[config.mk]
export PLATFORM = sky130hd
export DESIGN_NAME = uart_tx_arbiter_flat
export DESIGN_NICKNAME = d
export VERILOG_FILES = /design/src/rtl/uart_tx_arbiter_if.sv /design/src/rtl/uart_tx_arbiter.sv /design/src/flat_wrapper.sv
export SDC_FILE = /design/constraint.sdc
export NUM_CORES = 1
export LEC_CHECK = 0
export CORE_UTILIZATION = 46
export CTS_CLUSTER_DIAMETER = 30
export DETAILED_ROUTE_END_ITERATION = 10
export PLACE_DENSITY_LB_ADDON = 0.1
export SLEW_MARGIN = 20
export SYNTH_ARGS = -nofsm -noshare
export SYNTH_HDL_FRONTEND = slang
export SYNTH_SLANG_ARGS = --single-unit
[constraint.sdc]
create_clock -name Clock -period 2.72 [get_ports Clock]
set_input_delay 0.544 -clock Clock [delete_from_list [all_inputs] [get_ports Clock]]
set_output_delay 0.544 -clock Clock [all_outputs]
set_load 0.02 [all_outputs]
[src/rtl/uart_tx_arbiter_if.sv]
// Requester and transmitter signals of the shared-UART arbiter.
// The master side is the environment: the requesters plus the writer's ready.
// The slave side is the arbiter itself.
interface uart_tx_arbiter_if #(
    parameter int N = 2
);
    logic [N-1:0]   req_valid;
    logic [8*N-1:0] req_data;
    logic [N-1:0]   req_last;
    logic [N-1:0]   req_ack;
    logic [N-1:0]   grant;
    logic           busy;
    logic           uart_send;
    logic [7:0]     uart_data;
    logic           uart_ready;

    modport master (
        output req_valid, req_data, req_last, uart_ready,
        input  req_ack, grant, busy, uart_send, uart_data
    );

    modport slave (
        input  req_valid, req_data, req_last, uart_ready,
        output req_ack, grant, busy, uart_send, uart_data
    );
endinterface

[src/rtl/uart_tx_arbiter.sv]
// Round-robin arbiter sharing one edge-triggered UART writer among N byte
// requesters. A message keeps the grant until its last byte. A send the
// writer fails to accept is retried. An optional idle gap follows each byte.
module uart_tx_arbiter #(
    parameter int N      = 2,
    parameter int GAP    = 0,
    parameter int ACC_TO = 8
) (
    input  logic             Clock,
    input  logic             Reset,
    uart_tx_arbiter_if.slave bus
);
    localparam int IDX_W    = $clog2(N);
    localparam int ACC_W    = $clog2(ACC_TO);
    localparam int GAP_W    = (GAP > 0) ? $clog2(GAP + 1) : 1;
    localparam int GAP_LAST = (GAP > 0) ? GAP - 1 : 0;

    typedef enum logic [2:0] {
        S_IDLE,
        S_WAIT_ACC,
        S_RETRY,
        S_WAIT_DONE,
        S_GAP
    } state_t;

    state_t           state;
    logic [N-1:0]     grant;
    logic [N-1:0]     req_ack;
    logic             lock;
    logic [IDX_W-1:0] ptr;
    logic             uart_send;
    logic [7:0]       uart_data;
    logic [ACC_W-1:0] acc_cnt;
    logic [GAP_W-1:0] gap_cnt;

    logic [N-1:0]     eligible;
    logic             sel_found;
    logic [IDX_W-1:0] sel_idx;
    logic [N-1:0]     sel_onehot;
    logic [7:0]       sel_byte;
    logic             sel_last;

    // While a message is locked only its owner may win; otherwise any valid requester.
    assign eligible = lock ? (bus.req_valid & grant) : bus.req_valid;

    // Round-robin search starting just after the last winner, wrapping modulo N.
    // NOTE: every variable gets a default before the loop so no latch is inferred.
    always_comb begin
        sel_found = 1'b0;
        sel_idx   = ptr;
        for (int k = 1; k <= N; k++) begin
            if (!sel_found && eligible[IDX_W'((int'(ptr) + k) % N)]) begin
                sel_found = 1'b1;
                sel_idx   = IDX_W'((int'(ptr) + k) % N);
            end
        end
    end

    // Decode the winner into a one-hot vector and pick its byte.
    always_comb begin
        sel_byte   = '0;
        sel_onehot = '0;
        for (int i = 0; i < N; i++) begin
            if (IDX_W'(i) == sel_idx) begin
                sel_byte      = bus.req_data[8*i +: 8];
                sel_onehot[i] = 1'b1;
            end
        end
    end

    assign sel_last = bus.req_last[sel_idx];

    // Arbitration and send/ready sequencing; every output here is a register.
    // NOTE: non-blocking assignments keep all state updates on one edge consistent.
    always_ff @(posedge Clock or negedge Reset) begin
        if (!Reset) begin
            state     <= S_IDLE;
            grant     <= '0;
            req_ack   <= '0;
            lock      <= 1'b0;
            ptr       <= IDX_W'(N - 1);
            uart_send <= 1'b0;
            uart_data <= '0;
            acc_cnt   <= '0;
            gap_cnt   <= '0;
        end else begin
            // The ack is a single-cycle pulse; it is only raised again on a new grant.
            req_ack <= '0;
            unique case (state)
                S_IDLE: begin
                    if (bus.uart_ready && sel_found) begin
                        uart_data <= sel_byte;
                        req_ack   <= sel_onehot;
                        grant     <= sel_onehot;
                        ptr       <= sel_idx;
                        lock      <= ~sel_last;
                        uart_send <= 1'b1;
                        acc_cnt   <= '0;
                        state     <= S_WAIT_ACC;
                    end
                end
                S_WAIT_ACC: begin
                    if (!bus.uart_ready) begin
                        uart_send <= 1'b0;
                        state     <= S_WAIT_DONE;
                    end else if (acc_cnt == ACC_W'(ACC_TO - 1)) begin
                        uart_send <= 1'b0;
                        state     <= S_RETRY;
                    end else begin
                        acc_cnt <= acc_cnt + ACC_W'(1);
                    end
                end
                S_RETRY: begin
                    // One low cycle has passed, so raising send again is a fresh edge.
                    uart_send <= 1'b1;
                    acc_cnt   <= '0;
                    state     <= S_WAIT_ACC;
                end
                S_WAIT_DONE: begin
                    if (bus.uart_ready) begin
                        if (!lock) begin
                            grant <= '0;
                        end
                        if (GAP > 0) begin
                            gap_cnt <= '0;
                            state   <= S_GAP;
                        end else begin
                            state <= S_IDLE;
                        end
                    end
                end
                S_GAP: begin
                    if (gap_cnt == GAP_W'(GAP_LAST)) begin
                        state <= S_IDLE;
                    end else begin
                        gap_cnt <= gap_cnt + GAP_W'(1);
                    end
                end
                default: state <= S_IDLE;
            endcase
        end
    end

    assign bus.req_ack   = req_ack;
    assign bus.grant     = grant;
    assign bus.busy      = (state != S_IDLE);
    assign bus.uart_send = uart_send;
    assign bus.uart_data = uart_data;
endmodule

[src/flat_wrapper.sv]
// flat-port wrapper written by rule: the top's interface ports become plain ports
module uart_tx_arbiter_flat 
#(
    parameter int N      = 2,
    parameter int GAP    = 0,
    parameter int ACC_TO = 8
)
  (Clock, Reset, bus_req_valid, bus_req_data, bus_req_last, bus_uart_ready, bus_req_ack, bus_grant, bus_busy, bus_uart_send, bus_uart_data);
  uart_tx_arbiter_if #(.N(N)) bus_i ();
  input  logic Clock;
  input  logic Reset;
  input wire logic [$bits(bus_i.req_valid)-1:0] bus_req_valid;
  input wire logic [$bits(bus_i.req_data)-1:0] bus_req_data;
  input wire logic [$bits(bus_i.req_last)-1:0] bus_req_last;
  input wire logic [$bits(bus_i.uart_ready)-1:0] bus_uart_ready;
  output wire logic [$bits(bus_i.req_ack)-1:0] bus_req_ack;
  output wire logic [$bits(bus_i.grant)-1:0] bus_grant;
  output wire logic [$bits(bus_i.busy)-1:0] bus_busy;
  output wire logic [$bits(bus_i.uart_send)-1:0] bus_uart_send;
  output wire logic [$bits(bus_i.uart_data)-1:0] bus_uart_data;
  assign bus_i.req_valid = bus_req_valid;
  assign bus_i.req_data = bus_req_data;
  assign bus_i.req_last = bus_req_last;
  assign bus_i.uart_ready = bus_uart_ready;
  assign bus_req_ack = bus_i.req_ack;
  assign bus_grant = bus_i.grant;
  assign bus_busy = bus_i.busy;
  assign bus_uart_send = bus_i.uart_send;
  assign bus_uart_data = bus_i.uart_data;
  uart_tx_arbiter #(.N(N), .GAP(GAP), .ACC_TO(ACC_TO)) u_core (.Clock(Clock), .Reset(Reset), .bus(bus_i));
endmodule
* After elaboration in Yosys (flattened, before gate mapping)
Cells that the tools add are included.
** Cells by class
- $add $sub $neg :: 4
- Order comparisons :: 3
- Equal/unequal tests :: 12
- Mux-type cells :: 35
- Bitwise operators :: 2
- Reductions and logical operators :: 12
** Operators by type and width (count)
- two-way mux 3 bit :: 8
- two-way mux 1 bit :: 17
- case mux 3 bit (5 select lines) :: 1
- AND reduction 4 bit :: 3
- two-way mux 2 bit :: 5
- inequality test 2 bit, second input constant :: 5
- case mux 3 bit (3 select lines) :: 1
- two-way mux 8 bit :: 1
- == test 3 x 2 -> 1 bit, second input constant :: 2
- == test 3 bit, second input constant :: 2
- < comparator 1 x 3 -> 1 bit, second input constant :: 2
- nonzero test 3 bit :: 2
- case mux 2 bit (2 select lines) :: 1
- adder 1 bit, second input constant :: 3
- adder 3 x 1 -> 3 bit, second input constant :: 1
- == test 3 x 1 -> 1 bit, second input constant :: 1
- zero test 3 bit :: 1
- inequality test 3 x 2 -> 1 bit, second input constant :: 1
- case mux 1 bit (3 select lines) :: 1
- AND reduction 3 bit :: 1
- logical AND 1 bit :: 2
- < comparator 1 x 2 -> 1 bit, second input constant :: 1
- inequality test 2 x 1 -> 1 bit, second input constant :: 1
- AND reduction 2 bit :: 1
- other kinds (4) :: 4
** Word-level totals
- Bits in registers :: 22
- Output and inout bits :: 14
- Logic and storage cells :: 77

* Depth between registers and ports, before layout
Gate-level depths: netlist (run 1).
- Word-level depth :: 11
- Depth in mapped cells :: 5

* Least setup slack after synthesis (run 1)
Ideal clock, no wire load.
- Path type :: register -> register
- Start :: reg u_core.acc_cnt[0]
- End :: reg u_core.acc_cnt[1]
- Library setup time :: 121 ps
- Arrival time :: 1595 ps
- Data required time :: 2599 ps
- Slack :: 1004 ps
- Cell stages (with the launch flop) :: 6
- Buffers on the path :: 0
- Clock period less this slack :: 1716 ps
- Path through :: dfrtp_1 > ha_1 > ha_1 > nor3b_4 > mux2_2 > a22o_1
** On the way
- Cells in the longest elaborated chain, start to end :: 4
** RTL lines
- from (decl) :: RTL line uart_tx_arbiter.sv:33 : logic [ACC_W-1:0] acc_cnt;
- from (signal assigned) :: RTL line uart_tx_arbiter.sv:110 : acc_cnt <= acc_cnt + ACC_W'(1);
- adder 3 x 1 -> 3 bit :: RTL line uart_tx_arbiter.sv:110
- two-way mux 3 bit :: RTL line uart_tx_arbiter.sv:106 : end else if (acc_cnt == ACC_W'(ACC_TO - 1)) begin
- two-way mux 3 bit :: RTL line uart_tx_arbiter.sv:103 : if (!bus.uart_ready) begin
- case mux 3 bit (3 select lines) :: RTL line uart_tx_arbiter.sv:89 : unique case (state)
Parallel ways exist; a longest one is shown, timed or not. The select of a mux whose other input is x is not followed.
A chain may end at the register's enable or synchronous reset.

* Worst setup path after layout (run 1)
- Start :: reg u_core.state[1]
- End :: out bus_busy
** On the way
- Cells in the longest elaborated chain, start to end :: 1
** RTL lines
- from (decl) :: RTL line uart_tx_arbiter.sv:26 : state_t state;
- from (signal assigned) :: RTL line uart_tx_arbiter.sv:77 : state <= S_IDLE;
- from (signal assigned) :: RTL line uart_tx_arbiter.sv:99 : state <= S_WAIT_ACC;
- from (signal assigned) :: RTL line uart_tx_arbiter.sv:105 : state <= S_WAIT_DONE;
- nonzero test 3 bit :: RTL line uart_tx_arbiter.sv:146 : assign bus.busy = (state != S_IDLE);
- to (decl) :: RTL line flat_wrapper.sv:18 : output wire logic [$bits(bus_i.busy)-1:0] bus_busy;
Every way passes these cells.

==> results.json, run 1 <==
{
  "outcome": "finished, final reports clean",
  "fin_cells": 136,
  "clk_pin_slew_ns": 0.11,
  "holdCritPathClass": "reg2reg",
  "synth_area_um2": 998.5,
  "start_util": 0.4988,
  "synthesis.nets": 97,
  "power.density_nw_per_um2": 963.5,
  "synth_top_area_share": 0.4762,
  "clock_latency_ns": 0.29,
  "syn_area_per_cell_um2": 13.87,
  "final.setup_skew_ns": 0.007056,
  "cts_setup_buffers": 0,
  "slew_headroom": 0.6840,
  "dieHeight_um": 48.59,
  "crit_type": "reg2out",
  "place_area_um2": 1369,
  "dp_cells": 132,
  "drtPass1Iterations": 2,
  "core_area_um2": 2002,
  "ys_top_cells_by_area": "dfrtp_1, mux2_2, mux2_4, mux2i_1, dfstp_2",
  "io_pins": 37,
  "cts_root_buf": "clkbuf_4",
  "ys_top_cells_by_count": "dfrtp_1, mux2_2, mux2_4",
  "stdcell_area_um2": 1405,
  "grt_pass1_wl_um": 3091,
  "drive_gt1_frac": 0.2661,
  "grt_antenna_before_repair": 0,
  "gr-total-overflow": 0,
  "cts_hold_buffers": 0,
  "num-nets-final": 135,
  "dieWidth_um": 48.59,
  "hpwl_um": 1311,
  "clock_sinks": 20,
  "fin_crit_sh": 0.7754,
  "end_kind": "output port",
  "max_cap_violations": 0,
  "drt-total-wl_um": 1767,
  "async_reset_ff_frac": 1.000,
  "totalNegativeSetupSlack_ns": 0,
  "synth-edff-count": 0,
  "rsz0062_at_grt": "no",
  "place_ws_ns": 0.5138,
  "yosysMostFrequentCell": "dfrtp_1",
  "setup_viol": 0,
  "n_antenna_cell": 0,
  "vias": 697,
  "period_needed_ns": 2.109,
  "ys.flop_type": "dfrtp_1",
  "nFillCells": 161,
  "grt_max_degree": 21,
  "postSynthCellCount": 72,
  "cp.required_ns": 2.18,
  "synthToLayoutAreaGrowth_pct": 40.73,
  "die_area_um2": 2361,
  "post-route-util": 0.7019,
  "worstMarginPinSlew_ns": 0.4718,
  "multi_input_area_um2": 464.2,
  "peakVddDrop_v": 0.0006092,
  "drc": 0,
  "wl_per_cell_um": 12.99,
  "ant_nets": 0,
  "leakage_nw": 0.6353,
  "hold_depth": 1,
  "place.gp.congestion": 0.7961,
  "synth_area_leader_cell": "dfrtp_1",
  "cts_resized": 0,
  "grt_usage": 0.1759,
  "viasPerCell": 5.125,
  "cp_max_fo": 6,
  "synth-seq-area-share": 0.5025,
  "numCtsBuffers": 3,
  "htree_levels": 1,
  "synth_seq_cells": 20,
  "hold_viol": 0,
  "synth_cell_type_count": 25,
  "clock_path_buffers": 2,
  "portBuffers": 35,
  "finalMaxSlewViolations": 0,
  "seqCellArea_um2": 501.7,
  "r2r_cells": 5,
  "timing.final.ws_setup_ns": 0.6109,
  "clock.fmax_ghz": 0.4741,
  "start_kind": "register",
  "yosysWarnings": 0,
  "crit_arrival_ns": 1.57,
  "num_rows": 16,
  "cts_tree": "done",
  "drt_iter0_drc": 4,
  "grt_pass1_vias": 718
}
[final cells by class]
cell class	instances	share of cell area
Tap cell	27	0.02404
Clock buffer	4	0.02582
Inverter	3	0.008014
Timing Repair Buffer	36	0.2547
Multi-Input combinational cell	46	0.3304
Sequential cell	20	0.3571
[worst paths after layout]
path / start / endpoint / slack [ns]
hold / removal: u_core.bus.uart_data[6] / u_core.bus.uart_data[6] / 0.51
setup / recovery: u_core.state[1] / bus_busy / 0.61
setup reg to reg: u_core.acc_cnt[0] / u_core.acc_cnt[1] / 0.90
min in group asynchronous: Reset / u_core.acc_cnt[0] / 0.57
max in group asynchronous: Reset / u_core.ptr / 1.88
hold reg to reg: u_core.bus.uart_data[6] / u_core.bus.uart_data[6] / 0.51
[sequential cells by signal (all words and copies together), names as in the netlist]
signal,flops
u_core.bus.req_ack,2
u_core.bus.uart_send,1
u_core.state,2
u_core.acc_cnt,3
u_core.bus.grant,2
u_core.lock,1
u_core.bus.uart_data,8
u_core.ptr,1
[report_power, final]
group | internal, W | total, W | switching (W)
registers | 0.000427 | 0.000555 | 0.000128
logic | 0.000379 | 0.000632 | 0.000253
clock network | 0.0000815 | 0.000166 | 0.0000849
total | 0.000887 | 0.00135 | 0.000466
[routing by layer]
| metal | GRT usage | up-vias | routed length (um) |
|---|---|---|---|
| li1 | - | 328 | - |
| met1 | 0.2070 | 335 | 738 |
| met2 | 0.2958 | 29 | 854 |
| met3 | 0.05660 | 5 | 143 |
| met4 | 0.07353 | 0 | 31 |
| met5 | 0 | - | 0 |
[critical path, stage by stage, from the launching register on]
cell	delay [ns]
dfrtp_1	0.51
nor2_4	0.08
inv_1	0.08
clkdlybuf4s50_1	0.60
[kinds of logic (layout without fill, tap and decap cells)]
| group | count (synthesis) | count (layout) | synth area share |
|---|---|---|---|
| AO/OA/AOI/OAI | 8 | 8 | 0.05890 |
| XOR/XNOR | 2 | 2 | 0.01755 |
| adder cells (fa/ha/maj) | 2 | 2 | 0.02506 |
| buffers and inverters | 6 | 43 | 0.03258 |
| flip-flops | 20 | 20 | 0.5025 |
| multiplexers | 22 | 22 | 0.2632 |
| AND/OR/NAND/NOR | 12 | 12 | 0.1003 |
[metrics by stage]
step	total power, W	hold WS, ns
final	0.001354	0.5124
after global routing	0.001454	0.5358
after CTS	0.001371	0.5199
after detailed placement	0.001197	0.4912
after global placement	0.001178	0.4869
after floorplan	0.0009467	0.2484
[cells in the final DEF, fill, tap and decap left out, types with 2 or more instances in the layout]
master / instances
mux2i_1: 3
mux2_4: 5
mux2_2: 14
clkdlybuf4s50_1: 35
nor2_1: 2
nand2_1: 2
ha_1: 2
a31oi_1: 2
nand2b_1: 2
clkbuf_4: 3
a22o_1: 3
inv_1: 3
dfrtp_1: 19
Note: power is estimated with default switching activity, not from simulation.
==> run 2, diff against run 1 <==
--- a/config.mk
+++ b/config.mk
@@ -5,7 +5,7 @@
 export SDC_FILE = /design/constraint.sdc
 export NUM_CORES = 1
 export LEC_CHECK = 0
-export CORE_UTILIZATION = 46
+export CORE_UTILIZATION = 39
 export CTS_CLUSTER_DIAMETER = 30
 export DETAILED_ROUTE_END_ITERATION = 10
 export PLACE_DENSITY_LB_ADDON = 0.1
==> constraint.sdc (replaced) <==
create_clock -name Clock -period 1.91 [get_ports Clock]
set_input_delay 0.382 -clock Clock [delete_from_list [all_inputs] [get_ports Clock]]
set_output_delay 0.382 -clock Clock [all_outputs]
set_load 0.02 [all_outputs]
==> run 2 against run 1 <==
  * Largest cell class unchanged
  * Wire length increased by 8.9%
  * Total power increased by 44%
  * Utilization decreased by 8.5 points
  * Count of clock-buffer cells in the layout unchanged
  * Critical path depth increased by 2
  * Sequential share of layout area decreased by 0.45 points
==> results.json, run 2 (synthesis gave the netlist of run 1 again) <==
{
  "outcome": "finished, final reports clean",
  "clock.fmax_ghz": 0.5478,
  "vias": 714,
  "wl_per_cell_um": 13.75,
  "grt_usage": 0.1574,
  "final_cell_mix": "clkdlybuf4s50_1, dfrtp_1, mux2_2",
  "r2r-start": "u_core.acc_cnt[0]",
  "num-nets-final": 138,
  "power.density_nw_per_um2": 1366,
  "gr-total-overflow": 0,
  "totalNegativeSetupSlack_ns": 0,
  "start_kind": "register",
  "worstMarginPinSlew_ns": 0.5012,
  "dieWidth_um": 52.60,
  "hold_viol": 0,
  "grt_pass1_vias": 718,
  "setup_viol": 0,
  "cts_setup_buffers": 0,
  "viasPerCell": 5.100,
  "cpMostUsedCell": "ha_1",
  "cts_root_buf": "clkbuf_4",
  "ant_nets": 0,
  "fin_crit_sh": 0.9557,
  "holdCritPathClass": "in2async",
  "clock_latency_ns": 0.30,
  "largest_reg_flops": 8,
  "reg.largest.list": "u_core.bus.uart_data x8, u_core.acc_cnt x3",
  "cp_max_fo": 4,
  "hpwl_um": 1396,
  "place_area_um2": 1393,
  "grt_pass1_wl_um": 3105,
  "drtPass1Iterations": 4,
  "drive_gt1_frac": 0.3036,
  "period_needed_ns": 1.825,
  "drc": 0,
  "crit_type": "reg2reg",
  "start_util": 0.4307,
  "slowest_delay_ns": 0.42,
  "worstPathCellList": "ha_1, ha_1, nor3b_4, mux2_2, a22o_1",
  "peakVddDrop_v": 0.0007385,
  "fin_hold_ws_ns": 0.4088,
  "core_area_um2": 2318,
  "final_common_cell": "clkdlybuf4s50_1",
  "portBuffers": 35,
  "drt_iter0_drc": 4,
  "n_antenna_cell": 0,
  "post-route-util": 0.6168,
  "num_rows": 17,
  "leakage_nw": 0.6465,
  "clock_sinks": 20,
  "cts_hold_buffers": 0,
  "rsz0062_at_grt": "no",
  "grt_max_degree": 21,
  "dieHeight_um": 52.60,
  "stdcell_area_um2": 1430,
  "numCtsBuffers": 3,
  "clk_pin_slew_ns": 0.10,
  "die_area_um2": 2766,
  "clock_path_buffers": 2,
  "end_kind": "register",
  "cts_tree": "done",
  "io_pins": 37,
  "finalMaxSlewViolations": 0,
  "critPathLaunch": "u_core.acc_cnt[0]",
  "grt_antenna_before_repair": 0,
  "htree_levels": 1,
  "final.setup_skew_ns": 0.002334,
  "synthToLayoutAreaGrowth_pct": 43.23,
  "max_cap_violations": 0,
  "drt-total-wl_um": 1925,
  "crit_slowest_cell": "dfrtp_1",
  "place.gp.congestion": 0.7031,
  "slew_headroom": 0.6643,
  "cp.required_ns": 2.11,
  "regMostFlops": "u_core.bus.uart_data",
  "crit_arrival_ns": 2.03
}
-- run 2: what timing repair did --
action / CTS / global route
endpoints found under the setup margin: 1 / 0
gates resized for setup: 3 / 0
hold endpoints to repair: 0 / 0
-- run 2: metal layers --
metal,track usage,share of wire
met1,0.1691,0.42
met2,0.2911,0.52
met3,0.06087,0.056
met4,0.02632,0.0078
met5,0,0
-- run 2: area by class of cell --
class | instances | area, um^2
Sequential cell | 20 | 504.2
Clock buffer | 4 | 36.28
Multi-Input combinational cell | 46 | 464.2
Fill cell | 204 | 888.4
Timing Repair Buffer | 39 | 379.1
Tap cell | 28 | 35.03
Inverter | 3 | 11.26
-- run 2: where the power goes --
part / internal, W / switching [W] / total, W / leakage [nW]
clock network: 0.000116 / 0.000127 / 0.000243 / 0.0210
registers: 0.000612 / 0.000186 / 0.000798 / 0.247
logic: 0.000544 / 0.000368 / 0.000912 / 0.378
total: 0.00127 / 0.000681 / 0.00195 / 0.646
-- run 2: path summary, 6_finish.rpt --
kind	slack (ns)	cells after the start	endpoint
max	0.08	5	u_core.acc_cnt[1]
min in group Clock	0.51	1	u_core.bus.uart_data[0]
min	0.41	2	u_core.acc_cnt[0]
max in group asynchronous	1.23	2	u_core.ptr
max reg2reg	0.08	5	u_core.acc_cnt[1]
min reg2reg	0.51	1	u_core.bus.uart_data[0]
-- run 2: critical path, delay by kind of cell (launching register included) --
kind                     cells  cell delay, ns
adder cells (fa/ha/maj)      2            0.47
flip-flops                   1            0.42
multiplexers                 1            0.36
AND/OR/NAND/NOR              1            0.25
AO/OA/AOI/OAI                1            0.23
-- run 2: through the flow --
step / setup slack [ns] / power, W / std cells
after floorplan: 0.1941 / 0.001348 / 72
after global placement: 0.1154 / 0.001694 / 136
after detailed placement: 0.1052 / 0.001727 / 136
after CTS: 0.08162 / 0.001974 / 140
after global routing: 0.01234 / 0.002074 / 140
final: 0.08467 / 0.001953 / 140
==> run 3, diff against run 2 <==
--- a/config.mk
+++ b/config.mk
@@ -9,7 +9,6 @@
 export CTS_CLUSTER_DIAMETER = 30
 export DETAILED_ROUTE_END_ITERATION = 10
 export PLACE_DENSITY_LB_ADDON = 0.1
-export SLEW_MARGIN = 20
 export SYNTH_ARGS = -nofsm -noshare
 export SYNTH_HDL_FRONTEND = slang
 export SYNTH_SLANG_ARGS = --single-unit
==> results of run 3 <==
Final layout, timing and power as in run 2 (identical DEF).
